## src/rtl/keypad_emulator.sv

```systemverilog
// keypad_emulator
//   Pretends to be a matrix keypad so a keypad scanner can be driven by
//   commands. A command names a key and a hold time; while the key is held
//   the row line for that key is pulled low whenever the scanner strobes
//   the key's column. A forced-release gap follows every press so the
//   scanner sees a clean key-up.
//
// Ports
//   CLK2MHZ    sole clock, rising edge
//   rst        synchronous active-high reset
//   col[3:0]   active-low column strobe from the scanner
//   row[3:0]   active-low row lines back to the scanner (registered)
//   cmd_valid  press command present
//   cmd_ready  emulator idle and able to take a command
//   cmd_key    key code to press
//   cmd_hold   press duration in ticks (0 behaves as 1)
//   busy       high while pressing or releasing
//   done       one-cycle pulse when a press/release sequence completes
//   err        one-cycle pulse after an unmapped key code was accepted
module keypad_emulator #(
  parameter int TICK_CYCLES   = 2000,
  parameter int RELEASE_TICKS = 20
) (
  input  logic       CLK2MHZ,
  input  logic       rst,
  input  logic [3:0] col,
  output logic [3:0] row,
  input  logic       cmd_valid,
  output logic       cmd_ready,
  input  logic [3:0] cmd_key,
  input  logic [7:0] cmd_hold,
  output logic       busy,
  output logic       done,
  output logic       err
);

  localparam int TW = (TICK_CYCLES > 1) ? $clog2(TICK_CYCLES) : 1;
  localparam int GW = (RELEASE_TICKS > 0) ? $clog2(RELEASE_TICKS + 1) : 1;
  localparam logic [TW-1:0] TICK_LAST = TW'(TICK_CYCLES - 1);
  localparam logic [GW-1:0] GAP_LOAD  = GW'(RELEASE_TICKS);

  typedef enum logic [1:0] {IDLE, PRESS, RELEASE} state_t;

  typedef struct packed {
    logic       mapped;
    logic [3:0] col;
    logic [3:0] row;
  } key_pos_t;

  // Physical position of each key code in the matrix.
  function automatic key_pos_t key_lookup(input logic [3:0] code);
    key_pos_t p;
    p.mapped = 1'b1;
    p.col    = 4'b1111;
    p.row    = 4'b1111;
    case (code)
      4'h1: begin p.col = 4'b0111; p.row = 4'b0111; end
      4'h4: begin p.col = 4'b0111; p.row = 4'b1011; end
      4'h7: begin p.col = 4'b0111; p.row = 4'b1101; end
      4'hF: begin p.col = 4'b0111; p.row = 4'b1110; end
      4'h2: begin p.col = 4'b1011; p.row = 4'b0111; end
      4'h5: begin p.col = 4'b1011; p.row = 4'b1011; end
      4'h8: begin p.col = 4'b1011; p.row = 4'b1101; end
      4'h0: begin p.col = 4'b1011; p.row = 4'b1110; end
      4'h3: begin p.col = 4'b1101; p.row = 4'b0111; end
      4'h6: begin p.col = 4'b1101; p.row = 4'b1011; end
      4'h9: begin p.col = 4'b1101; p.row = 4'b1101; end
      4'hA: begin p.col = 4'b1110; p.row = 4'b0111; end
      4'hB: begin p.col = 4'b1110; p.row = 4'b1011; end
      4'hC: begin p.col = 4'b1110; p.row = 4'b1101; end
      default: p.mapped = 1'b0;
    endcase
    return p;
  endfunction

  state_t        state_reg, state_next;
  logic [TW-1:0] tick_reg,  tick_next;
  logic [7:0]    hold_reg,  hold_next;
  logic [GW-1:0] gap_reg,   gap_next;
  logic [3:0]    key_reg,   key_next;
  logic [3:0]    row_reg,   row_next;
  logic          done_reg,  done_next;
  logic          err_reg,   err_next;
  logic          tick_wrap;
  key_pos_t      cmd_pos;
  key_pos_t      cur_pos;

  assign tick_wrap = (tick_reg == TICK_LAST);
  assign cmd_pos   = key_lookup(cmd_key);

  always_comb begin
    state_next = state_reg;
    tick_next  = tick_reg;
    hold_next  = hold_reg;
    gap_next   = gap_reg;
    key_next   = key_reg;
    done_next  = 1'b0;
    err_next   = 1'b0;

    case (state_reg)
      IDLE: begin
        tick_next = '0;
        if (cmd_valid) begin
          if (cmd_pos.mapped) begin
            state_next = PRESS;
            key_next   = cmd_key;
            hold_next  = (cmd_hold == 8'd0) ? 8'd1 : cmd_hold;
          end else begin
            err_next = 1'b1;
          end
        end
      end

      PRESS: begin
        tick_next = tick_wrap ? '0 : tick_reg + TW'(1);
        if (tick_wrap) begin
          hold_next = hold_reg - 8'd1;
          // Last tick of the hold: leave PRESS so the press spans
          // exactly hold*TICK_CYCLES cycles.
          if (hold_reg <= 8'd1) begin
            state_next = RELEASE;
            hold_next  = '0;
            gap_next   = GAP_LOAD;
          end
        end
      end

      RELEASE: begin
        tick_next = tick_wrap ? '0 : tick_reg + TW'(1);
        if (gap_reg == '0) begin
          // Zero-length gap still costs the single cycle spent here.
          state_next = IDLE;
          done_next  = 1'b1;
          tick_next  = '0;
        end else if (tick_wrap) begin
          gap_next = gap_reg - GW'(1);
          if (gap_reg == GW'(1)) begin
            state_next = IDLE;
            done_next  = 1'b1;
            tick_next  = '0;
          end
        end
      end

      default: state_next = IDLE;
    endcase

    // Row is driven from the state being entered, so the first PRESS
    // cycle already answers the column seen on the accept cycle and the
    // first RELEASE cycle is already released.
    cur_pos  = key_lookup(key_next);
    row_next = 4'b1111;
    if (state_next == PRESS && col == cur_pos.col) begin
      row_next = cur_pos.row;
    end
  end

  always_ff @(posedge CLK2MHZ) begin
    if (rst) begin
      state_reg <= IDLE;
      tick_reg  <= '0;
      hold_reg  <= '0;
      gap_reg   <= '0;
      key_reg   <= '0;
      row_reg   <= 4'b1111;
      done_reg  <= 1'b0;
      err_reg   <= 1'b0;
    end else begin
      state_reg <= state_next;
      tick_reg  <= tick_next;
      hold_reg  <= hold_next;
      gap_reg   <= gap_next;
      key_reg   <= key_next;
      row_reg   <= row_next;
      done_reg  <= done_next;
      err_reg   <= err_next;
    end
  end

  assign row       = row_reg;
  assign cmd_ready = (state_reg == IDLE);
  assign busy      = (state_reg != IDLE);
  assign done      = done_reg;
  assign err       = err_reg;

endmodule

```

## config.mk

```make
export PLATFORM = sky130hd
export DESIGN_NAME = keypad_emulator
export DESIGN_NICKNAME = d
export VERILOG_FILES = /design/src/rtl/keypad_emulator.sv
export SDC_FILE = /design/constraint.sdc
export NUM_CORES = 1
export LEC_CHECK = 0
export ABC_CLOCK_PERIOD_IN_PS = 4500
export CAP_MARGIN = 20
export CELL_PAD_IN_SITES_DETAIL_PLACEMENT = 1
export CELL_PAD_IN_SITES_GLOBAL_PLACEMENT = 1
export CORE_ASPECT_RATIO = 1.75
export CORE_MARGIN = 8
export CORE_UTILIZATION = 40
export DETAILED_ROUTE_END_ITERATION = 10
export GPL_ROUTABILITY_DRIVEN = 0
export HOLD_SLACK_MARGIN = 0.1
export PLACE_DENSITY_LB_ADDON = 0.1
export RECOVER_POWER = 50
export REMOVE_ABC_BUFFERS = 1
export SKIP_CTS_REPAIR_TIMING = 1
export SYNTH_ARGS = -nofsm -noshare
export SYNTH_HDL_FRONTEND = slang
export SYNTH_SLANG_ARGS = --single-unit
export TNS_END_PERCENT = 100
```

## constraint.sdc

```tcl
create_clock -name CLK2MHZ -period 4.5 [get_ports CLK2MHZ]
set_clock_uncertainty 0.05 [all_clocks]
set_input_delay 0.675 -clock CLK2MHZ [delete_from_list [all_inputs] [get_ports CLK2MHZ]]
set_output_delay 0.675 -clock CLK2MHZ [all_outputs]
set_load 0.05 [all_outputs]
```

======== After elaboration in Yosys (flattened, before gate mapping) ========
Index checks and enable logic that the tools add are counted.
word-level totals
  register bits ........................... 36
  logic and storage cells ................. 103
  input bits .............................. 19
  output and inout port bits .............. 8
cells by class
  $lt $le $gt $ge ......................... 1
  reduce and logical (&&, ||, !) cells .... 16
  $add $sub $neg .......................... 3
  multiplexer cells ....................... 33
  bitwise gates (word level) .............. 4
  equal/unequal tests ..................... 38
operators with widths
  cell                                                 count
  case mux 8 bit (14 select lines)                     1
  equality test 4 bit, second input constant           12
  two-way mux 11 bit                                   4
  two-way mux 8 bit                                    5
  case mux 11 bit (3 select lines)                     1
  equality test 4 x 3 -> 1 bit, second input constant  8
  two-way mux 5 bit                                    4
  equality test 4 x 2 -> 1 bit, second input constant  4
  case mux 8 bit (2 select lines)                      1
  two-way mux 2 bit                                    7
  OR reduction 14 bit                                  1
  two-way mux 4 bit                                    3
  adder 11 x 1 -> 11 bit, second input constant        1
  equality test 11 bit, second input constant          1
  inequality test 2 bit, second input constant         5
  case mux 5 bit (2 select lines)                      1
  equality test 4 x 1 -> 1 bit, second input constant  2
  <= comparator 8 x 1 -> 1 bit, second input constant  1
  logical NOT 4 bit                                    2
  logical NOT 8 bit                                    1
  subtractor 8 x 1 -> 8 bit, second input constant     1
  case mux 2 bit (3 select lines)                      1
  nonzero test 2 bit                                   3
  equality test 5 x 1 -> 1 bit, second input constant  1
  other kinds (15)                                     24

======== Depth between registers and ports, before layout ========
  word-level depth ........................ 12
  depth in mapped cells ................... 10
  depth with buffers taken out ............ 9

======== Least setup slack after synthesis ========
No wires, ideal clock.
  path kind ............................... reg2reg
  start ................................... register state_reg[0]
  end ..................................... register row_reg[0] (netlist: row[0])
  data required time ...................... 4.314 ns
  buffers on the path ..................... 1
  cell stages (with the launch flop) ...... 11
  setup slack ............................. 1.915 ns
  library setup time ...................... 0.136 ns
  arrival ................................. 2.399 ns
  cells stage by stage .................... dfxtp_1 inv_1 ha_1 buf_2 a21o_1 o211ai_4 a311oi_1 o22a_2 o221ai_1 and4bb_4 nand3_1
between the ends
  cells in the longest elaborated chain, start to end .. 8
  elaborated cells on any way between the ends .. 32
  classes of those cells .................. eq/ne (17); mux (10); bitwise (1); reduce/logical (4)
RTL lines
  element                                            line  source
  start: declaration                                 76    state_t state_reg, state_next;
  start signal: assignment                           169   state_reg <= state_next;
  logical NOT 2 bit (*)                              -
  via cmd_ready                                      29    output logic cmd_ready,
  two-way mux 4 bit                                  100   case (state_reg)
  equality test 4 bit, or another cell as far along  56    case (code)
  case mux 8 bit (14 select lines)                   56
  equality test 4 bit                                153   if (state_next == PRESS && col == cur_pos.col) begin
  logical AND 1 bit                                  153
  inverter 1 bit (no source line)                    -
  OR reduction 2 bit (no source line)                -
  end signal: assignment                             174   row_reg <= row_next;
  end: declaration                                   81    logic [3:0] row_reg, row_next;
The timed path passes the listed nets; every way through them passes the cells marked *.
A chain may end at the register's enable or synchronous reset.

======== Final worst setup path ========
  start ................................... input port cmd_key[0]
  end ..................................... register row_reg[2] (netlist: row[2])
between the ends
  cells in the longest elaborated chain, start to end .. 12
  elaborated cells on any way between the ends .. 42
  classes of those cells .................. eq/ne (28); mux (8); bitwise (1); reduce/logical (5)
RTL lines
  element                                            line  source
  start: declaration                                 30    input logic [3:0] cmd_key,
  equality test 4 bit, or another cell as far along  -
  OR reduction 14 bit (no source line)               -
  two-way mux 1 bit                                  56
  two-way mux 4 bit                                  104   if (cmd_pos.mapped) begin
  two-way mux 4 bit                                  103   if (cmd_valid) begin
  two-way mux 4 bit                                  100
  equality test 4 bit, or another cell as far along  56
  case mux 8 bit (14 select lines)                   56
  equality test 4 bit                                153
  logical AND 1 bit                                  153
  inverter 1 bit (no source line)                    -
  OR reduction 2 bit (no source line)                -
Several ways; a longest one is shown, not always the timed one.

==> metrics <==
vias in the first global route 2373; critical path class in -> reg; CP max-delay cell dlygate4sd3_1; # DRC 0; pin count of the biggest net entering global routing 24; status complete, no violations; initial antenna violation count 0; synth cell count leaders nor2_1 (40), dfxtp_1 (36), inv_1 (18), nand2_1 (16), o21ai_0 (16); Initial Utilization between 40% and 50%; clock buffer depth 2; Fin. Hold Viols 0; CP endpoint kind flop; WL final 6.54 mm; DR pass1 iterations 6; Max-Cap Viols 0; filler cell count 733; first-pass GRT wire length 11.0 mm; Routed Antenna Nets 0; CP Launch Type input pin; Yosys warnings 0; Vias roughly 2300; Netlist Area Pre-Place 2350 µm²; syn avg cell area approximately 8 µm²; Post-synth EDFFs 0; Final nets 350; Slew @ Worst Pin 807 ps; Port Buffers 26; I/O Pins 27; final-report setup violation count 0; Power Density 310 nW/µm²; die width 73.9 µm; total track usage 16.0%; H-tree Lvls 2; WP buf/inv 1; fin worst setup slack 1240 ps; largest cells by area after synthesis dfxtp_1 (31%), nor2_1 (6.4%), ha_1 (5.9%); layout cell share with drive strength beyond 1 5.31%; period utilization between 70% and 80%; most common cell in the synthesized netlist nor2_1; area leader, netlist dfxtp_1; CP required 4610 ps; register area share after synthesis between 30% and 40%; pre-CTS setup slack 1260 ps; die height 117 µm; cells after synthesis 295; Yosys cell types 60; CP top delay family compound AO/OA/AOI/OAI gates; Peak Freq 0.307 GHz; Congestion Overflow GR 0; Inserted Clock Buffers 5; crit-path cells dlygate4sd3_1, xnor2_1, o211ai_1, a311oi_1, o22a_2, o221ai_1, and4bb_4, nand3_1; fraction of registers with async set/reset 0%; Peak VDD IR between 0.0002 and 0.00025 V; dpl hpwl approximately 5 mm; 1st-iter DRT viols 33; die area 8670 µm²; setup TNS 0 ps; CTS tree done; diode count 0; RSZ-0062 raised after global routing no; worst hold-check path type reg -> reg; Worst Path Max Fanout 9; synthesized flop and latch total 36; Most used DFF post-synth dfxtp_1; FP Rows 37; Final Critical Period 3260 ps; max FFs per register 11; CTS root buf clkbuf_8; Yosys top cell area share 30.7%; max_slew headroom 46.0%; Vias/cell about 5.7; clk sink count 36; DR WL/cell ~16 µm; fin. max-slew vios 0; synthesis-to-layout area growth 16.7%; CORE AREA 5790 µm²; later-pin clock latency in the skew report 290 ps; Crit path largest cell delay ~640 ps; Reg clk slew, reported paths 70 ps; crit path DAT 3370 ps; LEAKAGE 0.00104 µW
[final cells by class]
| type | instances | area [µm²] | share of cell area [%] |
|---|---|---|---|
| multi-input cells | 231 | 1480 | 54.1 |
| flip-flops and latches | 36 | 721 | 26.3 |
| repair buffers | 28 | 275 | 10.0 |
| well taps | 78 | 97.6 | 3.56 |
| clock buffers | 7 | 96.3 | 3.52 |
| inverters | 18 | 67.6 | 2.47 |
[worst reg2reg max path, cell delays in order (launching register included)]
cell	delay, ps
dfxtp_1	360
inv_1	110
ha_1	440
nand2_1	280
o211a_1	320
nor2_1	420
maj3_1	270
a21oi_1	70
o211ai_1	300
nand3_1	110
[worst paths after layout]
path | start | end | slack [ps] | depth (start not counted)
hold reg to reg | tick_reg[10] | tick_reg[10] | 440 | 2
hold / removal | tick_reg[10] | tick_reg[10] | 440 | 2
setup / recovery | cmd_key[0] | row[2] | 1240 | 8
setup reg to reg | state_reg[0] | row[2] | 1640 | 9
[power by group]
| part | internal, µW | total, µW | switching [µW] |
|---|---|---|---|
| clock | 136 | 245 | 109 |
| combinational | 102 | 254 | 152 |
| sequential | 333 | 351 | 17.7 |
[layer usage]
metal  part of all wire (%)  track usage, %  wire [µm]
met3                    2.7            3.07        177
met1                     37            14.6       2420
met4                    4.4            10.6        287
met2                     56            29.6       3660
met5                      0               0          0
[layout by cell type, fill, tap and decap left out, types with 2 or more instances in the layout]
| cell type | count |
|---|---|
| a22oi_1 | 6 |
| ha_1 | 11 |
| nor3b_1 | 2 |
| nor2b_1 | 3 |
| clkbuf_8 | 7 |
| nand2_1 | 16 |
| nand4_1 | 4 |
| xnor2_1 | 4 |
| a211oi_1 | 3 |
| o32ai_1 | 4 |
| or2_2 | 2 |
| o21ai_0 | 16 |
| o221ai_1 | 4 |
| nor2_1 | 40 |
| inv_1 | 18 |
| o211ai_1 | 6 |
| o22ai_1 | 4 |
| nor3_1 | 15 |
| nand2b_1 | 4 |
| dlygate4sd3_1 | 8 |
| or3_1 | 4 |
| buf_4 | 2 |
| o211a_2 | 2 |
| o211a_1 | 4 |
| a21oi_1 | 13 |
| a21o_1 | 4 |
| nor4_1 | 4 |
| xor2_1 | 6 |
| clkdlybuf4s50_1 | 18 |
| nand3b_1 | 6 |
| a311oi_1 | 4 |
| nand3_1 | 12 |
| mux2i_1 | 2 |
| and2_1 | 3 |
| dfxtp_1 | 36 |
[metrics by stage]
| stage | utilization (%) | instance area (µm²) | cells | total power (µW) | hold WS, ps |
|---|---|---|---|---|---|
| after CTS | 47.8 | 2770 | 398 | 872 | 441 |
| final | 47.4 | 2740 | 398 | 850 | 442 |
| after floorplan | - | 2300 | 285 | 533 | 394 |
| after global routing | 47.4 | 2740 | 398 | 906 | 459 |
| after global placement | 46.1 | 2670 | 391 | 614 | 415 |
| after detailed placement | 46.1 | 2670 | 391 | 618 | 427 |
[kinds of logic (layout without fill, tap and decap cells)]
| logic type | count (synthesis) | after routing | synth area share [%] |
|---|---|---|---|
| AND/OR/NAND/NOR | 124 | 124 | 27.5 |
| AO/OA/AOI/OAI | 83 | 83 | 25.6 |
| flip-flops | 36 | 36 | 30.7 |
| buffers and inverters | 28 | 53 | 5.01 |
| adder cells (fa/ha/maj) | 12 | 12 | 6.29 |
| XOR/XNOR | 10 | 10 | 4.05 |
| multiplexers | 2 | 2 | 0.853 |
No activity file was read; power rests on OpenSTA's default activity.
==> edit 1: new RTL, same settings <==
Make the reset (`rst`) asynchronous in one clocked block. Comments in the files are not updated.
--- a/src/rtl/keypad_emulator.sv
+++ b/src/rtl/keypad_emulator.sv
@@ -155,7 +155,7 @@
     end
   end
 
-  always_ff @(posedge CLK2MHZ) begin
+  always_ff @(posedge CLK2MHZ or posedge rst) begin
     if (rst) begin
       state_reg <= IDLE;
       tick_reg  <= '0;
Check against the original RTL: differs if rst is asserted again (counterexample within 4 cycles, from zero or initial values and one cycle with rst high); with rst held inactive, the same outputs for 10 cycles.
==> edit 1 against the unedited design <==
The flow now finishes with violations (max-capacitance violations, max-slew violations). Sequential cell count unchanged. Wire length up 3.8%. Worst setup slack worse by 0.23 ns. Core utilization down 0.29 points. Fmax down 6.6%. Worst hold slack better by 0.047 ns. Synthesized area up 6.1%. First-iteration DRC count up 61%. Count of clock-buffer cells in the layout down 1. Final area up 5.3%. Via count down 2.0%. Register-to-register slack worse by 0.21 ns. Critical endpoint is now row[2].
Power is not compared: it rests on default switching activity, and its combinational part moved more than twofold at a synthesized area within 25%.
==> edit 1: results (changes against the unedited design) <==
maxcap violations - 1 (+1)
layout cells sized above 1 - 7.96% (+2.6 points)
number of buffers created by CTS - 5 (unchanged)
status - finished with violations
first-pass GRT wire length - 11700 µm (+6.3%)
number of port buffers - 26 (unchanged)
fill count - 743 (+1.4%)
Vias - 2238 (-2.0%)
GR Util All Layers - 16.7% (+0.66 points)
RR Startpoint - state_reg[1]
Synth area leaders - dfrtp_1 32%, ha_1 5.5%, dfstp_2 4.2%
Synth Instances - 289 (-2.0%)
1st-pass router iterations - 4 (-2)
clk buf depth - 2 (unchanged)
max FFs per register - 11 (unchanged)
Worst EP arrival - 3.64 ns (+0.27 ns)
worst-skew pair later-pin latency - 0.30 ns
HP Start - hold_reg[7]
placed insts - 386 (-1.3%)
Clock Pin Slew Worst Setup and Hold Paths - 0.07 ns (about the same)
distinct cell type count after synthesis - 61 (+1.7%)
commonest cells in the netlist - 32 x dfrtp_1, 24 x nor2_1, 23 x nand2_1
final net count - 343 (-2.0%)
violated checks - max-capacitance violations, max-slew violations
HPWL Detailed - 5180 µm (+0.89%)
vias in the first global route - 2386 (+0.55%)
Slew Viols, Final - 37 (+37)
Starting DRT DRC Count - 53 (+61%)
DRC - 0 (unchanged)
Seq group - 0.000468 W
VDD IR max - 0.262 mV
post-DR wirelength/cell - 17.2 µm (+4.8%)
largest net degree at the start of global routing - 37 (+54%)
share of synthesized flip-flops with an asynchronous set or reset - 100% (+100 points)
Critical Path Fanout Max - 9 (unchanged)
max_slew headroom - -32.4% (-78 points)
DRT Wirelength - 6790 µm (+3.8%)
initial antenna violation count - 0 (unchanged)
sw frac - 44.0%
Critical path origin - cmd_key[0]
sequential area share after synthesis - 36.4% (+5.7 points)
-- edit 1: worst paths after layout --
path                          endpoint  slack, ns  cells after the start
min in group asynchronous         done       1.48                      3
min reg2reg                hold_reg[7]       0.49                      1
min                        hold_reg[7]       0.49                      1
max in group asynchronous  hold_reg[2]       1.78                      3
max                             row[2]       1.01                      9
max reg2reg                     row[2]       1.43                     10
-- edit 1: cell families after synthesis --
family                   Yosys count  synth area share (%)
XOR/XNOR                          10                  3.52
flip-flops                        36                  36.4
AND/OR/NAND/NOR                  117                  26.0
AO/OA/AOI/OAI                     82                  22.0
buffers and inverters             31                  5.68
multiplexers                       2                 0.854
adder cells (fa/ha/maj)           11                  5.53
-- edit 1: metrics by stage --
step	worst slack (ns)	instance area (µm²)	total power [W]	hold WS, ns
floorplan	1.67	2420	0.000976	0.431
global placement	1.06	2800	0.00120	0.470
detailed placement	1.02	2800	0.00121	0.479
CTS	1.38	2910	0.00150	0.500
global route	0.736	2890	0.00159	0.515
finish	1.01	2890	0.00148	0.489
-- edit 1: layout make-up --
cell class | count | share of cell area (%)
Clock buffer | 6 | 2.51
Timing Repair Buffer | 29 | 9.67
Sequential cell | 36 | 31.4
Clock inverter | 2 | 1.21
Multi-Input combinational cell | 222 | 49.3
Inverter | 19 | 2.47
Tap cell | 80 | 3.47
-- edit 1: worst max-delay path, cell delays in order --
cell and delay [ns]:
dlygate4sd3_1 0.76, xnor2_1 0.17, o211ai_1 0.64, inv_2 0.13, nor3_1 0.43, o2bb2ai_1 0.19, nand4_1 0.11, a31oi_1 0.37
o211ai_1 0.16
-- edit 1: per-layer routing --
metal / share of wire, % / track usage (%)
met1: 40 / 17.8
met2: 56 / 29.9
met3: 2.5 / 3.15
met4: 1.9 / 7.38
met5: 0 / 0
==> edit 2: new RTL, same flow settings <==
Without the edit above. Change the parameter `RELEASE_TICKS` from 20 to 10.
--- a/src/rtl/keypad_emulator.sv
+++ b/src/rtl/keypad_emulator.sv
@@ -19,7 +19,7 @@
 //   err        one-cycle pulse after an unmapped key code was accepted
 module keypad_emulator #(
   parameter int TICK_CYCLES   = 2000,
-  parameter int RELEASE_TICKS = 20
+  parameter int RELEASE_TICKS = 10
 ) (
   input  logic       CLK2MHZ,
   input  logic       rst,
Formal check against the unedited RTL: no difference found for any inputs over 10 cycles, from zero or initial values and one cycle with rst high; that may be too few to reach the edited logic, so the function may still have changed.
==> edit 2 against the unedited design <==
Wire length is 3.8% higher. Highest routed layer unchanged. Core utilization grew 0.40 points. Final area up 1.6%. Sequential cell count fell by 1. Synthesized area up 2.1%. Power grew 8.3%. Worst setup slack lost 0.24 ns.
==> edit 2: results (changes against the unedited design) <==
Starting DRT DRC Count - 74 (+120%)
number of port buffers - 26 (unchanged)
Clock Pin Slew Worst Setup and Hold Paths - 0.07 ns (about the same)
fill count - 751 (+2.5%)
Post-Synth Adder-Cell Area - 5.22% (-1.1 points)
share of synthesized flip-flops with an asynchronous set or reset - 0% (unchanged)
Synth area leaders - dfxtp_1 29%, nor2_1 6.1%, ha_1 5.2%
Synth Area per Inst - 8.13 µm² (+2.1%)
DRC - 0 (unchanged)
Post-DP Area - 2690 µm² (+0.66%)
number of buffers created by CTS - 5 (unchanged)
initial antenna violation count - 0 (unchanged)
first-pass GRT wire length - 11400 µm (+3.8%)
max FFs per register - 11 (unchanged)
Pleak - 0.987 nW (-5.0%)
commonest cells in the netlist - 39 x nor2_1, 35 x dfxtp_1, 20 x inv_1, 20 x o21ai_0, 14 x a21oi_1
root buffer cell - clkbuf_8
Vias - 2302 (+0.79%)
worst-skew pair later-pin latency - 0.30 ns
layout cells sized above 1 - 7.89% (+2.6 points)
distinct cell type count after synthesis - 71 (+18%)
Compound-Gate Fraction of Synth Area - 27.3% (+1.7 points)
final net count - 345 (-1.4%)
sequential area share after synthesis - 29.2% (-1.5 points)
mux share of post-synthesis cell area - 1.30% (+0.45 points)
clk buf depth - 2 (unchanged)
VDD IR max - 0.163 mV (-26%)
Worst EP arrival - 3.61 ns (+0.24 ns)
Syn. warnings - 0 (unchanged)
HPWL Detailed - 5260 µm (+2.4%)
Worst Hold Class - flip-flop to flip-flop
GR Util All Layers - 16.5% (+0.50 points)
CTS HTree Levels - 2 (unchanged)
worst slew pin tran - 0.965 ns (+0.158 ns)
largest net degree at the start of global routing - 25 (+4.2%)
status - finished clean
vias in the first global route - 2469 (+4.0%)
1st-pass router iterations - 4 (-2)
n_diodes - 0 (unchanged)
XOR/XNOR share of the synthesized area - 4.44% (+0.39 points)
post-DR wirelength/cell - 17.2 µm (+4.6%)
Critical Path Fanout Max - 9 (unchanged)
[edit 2: kinds of logic after synthesis]
group                      count (synthesis)
DFF                                       35
xor gates and xnor gates                  10
buffers and inverters                     33
AOI/OAI and AO/OA                         90
muxes                                      3
adders and majority gates                 10
and+or+nand+nor                          114
[edit 2: through the flow]
step	power, W	setup WS (ns)	cells	util, %	hold slack, ns
after floorplan	0.000510	1.71	282	-	0.394
after global placement	0.000588	1.24	387	46.1	0.420
after detailed placement	0.000591	1.14	387	46.1	0.433
after CTS	0.000938	1.48	395	48.3	0.442
after global routing	0.000976	0.734	395	47.7	0.465
final	0.000921	1.00	395	47.7	0.442
[edit 2: power by group]
| group | switching, W | internal, W | leakage (nW) |
|---|---|---|---|
| Combinational | 0.000147 | 0.0000938 | 0.637 |
| Sequential | 0.0000161 | 0.000323 | 0.284 |
| Clock | 0.000120 | 0.000221 | 0.0654 |
[edit 2: critical path: stages]
cell           delay, ns
dlygate4sd3_1       0.70
xnor2_1             0.61
a2bb2oi_1           0.53
a21oi_1             0.22
o211ai_1            0.22
a21boi_1            0.12
a2111oi_0           0.40
nand3_1             0.13
[edit 2: final timing paths]
check,slack (ns),endpoint,depth (start not counted),start
max,1.00,row[3],8,cmd_key[1]
max reg2reg,1.40,row[1],9,state_reg[0]
min,0.44,gap_reg[3],1,gap_reg[3]
min reg2reg,0.44,gap_reg[3],1,gap_reg[3]
[edit 2: cell type report]
type                            instances  area share [%]
Clock inverter                          2            2.16
Multi-Input combinational cell        227            54.3
Sequential cell                        35            25.2
Inverter                               20            2.70
Timing Repair Buffer                   27            9.61
Clock buffer                            6            2.61
Tap cell                               78            3.50
[edit 2: metal layers]
layer | wire length (µm) | track usage, %
met4 | 402 | 13.1
met5 | 0 | 0
met2 | 3650 | 29.4
met1 | 2520 | 15.0
met3 | 220 | 3.81
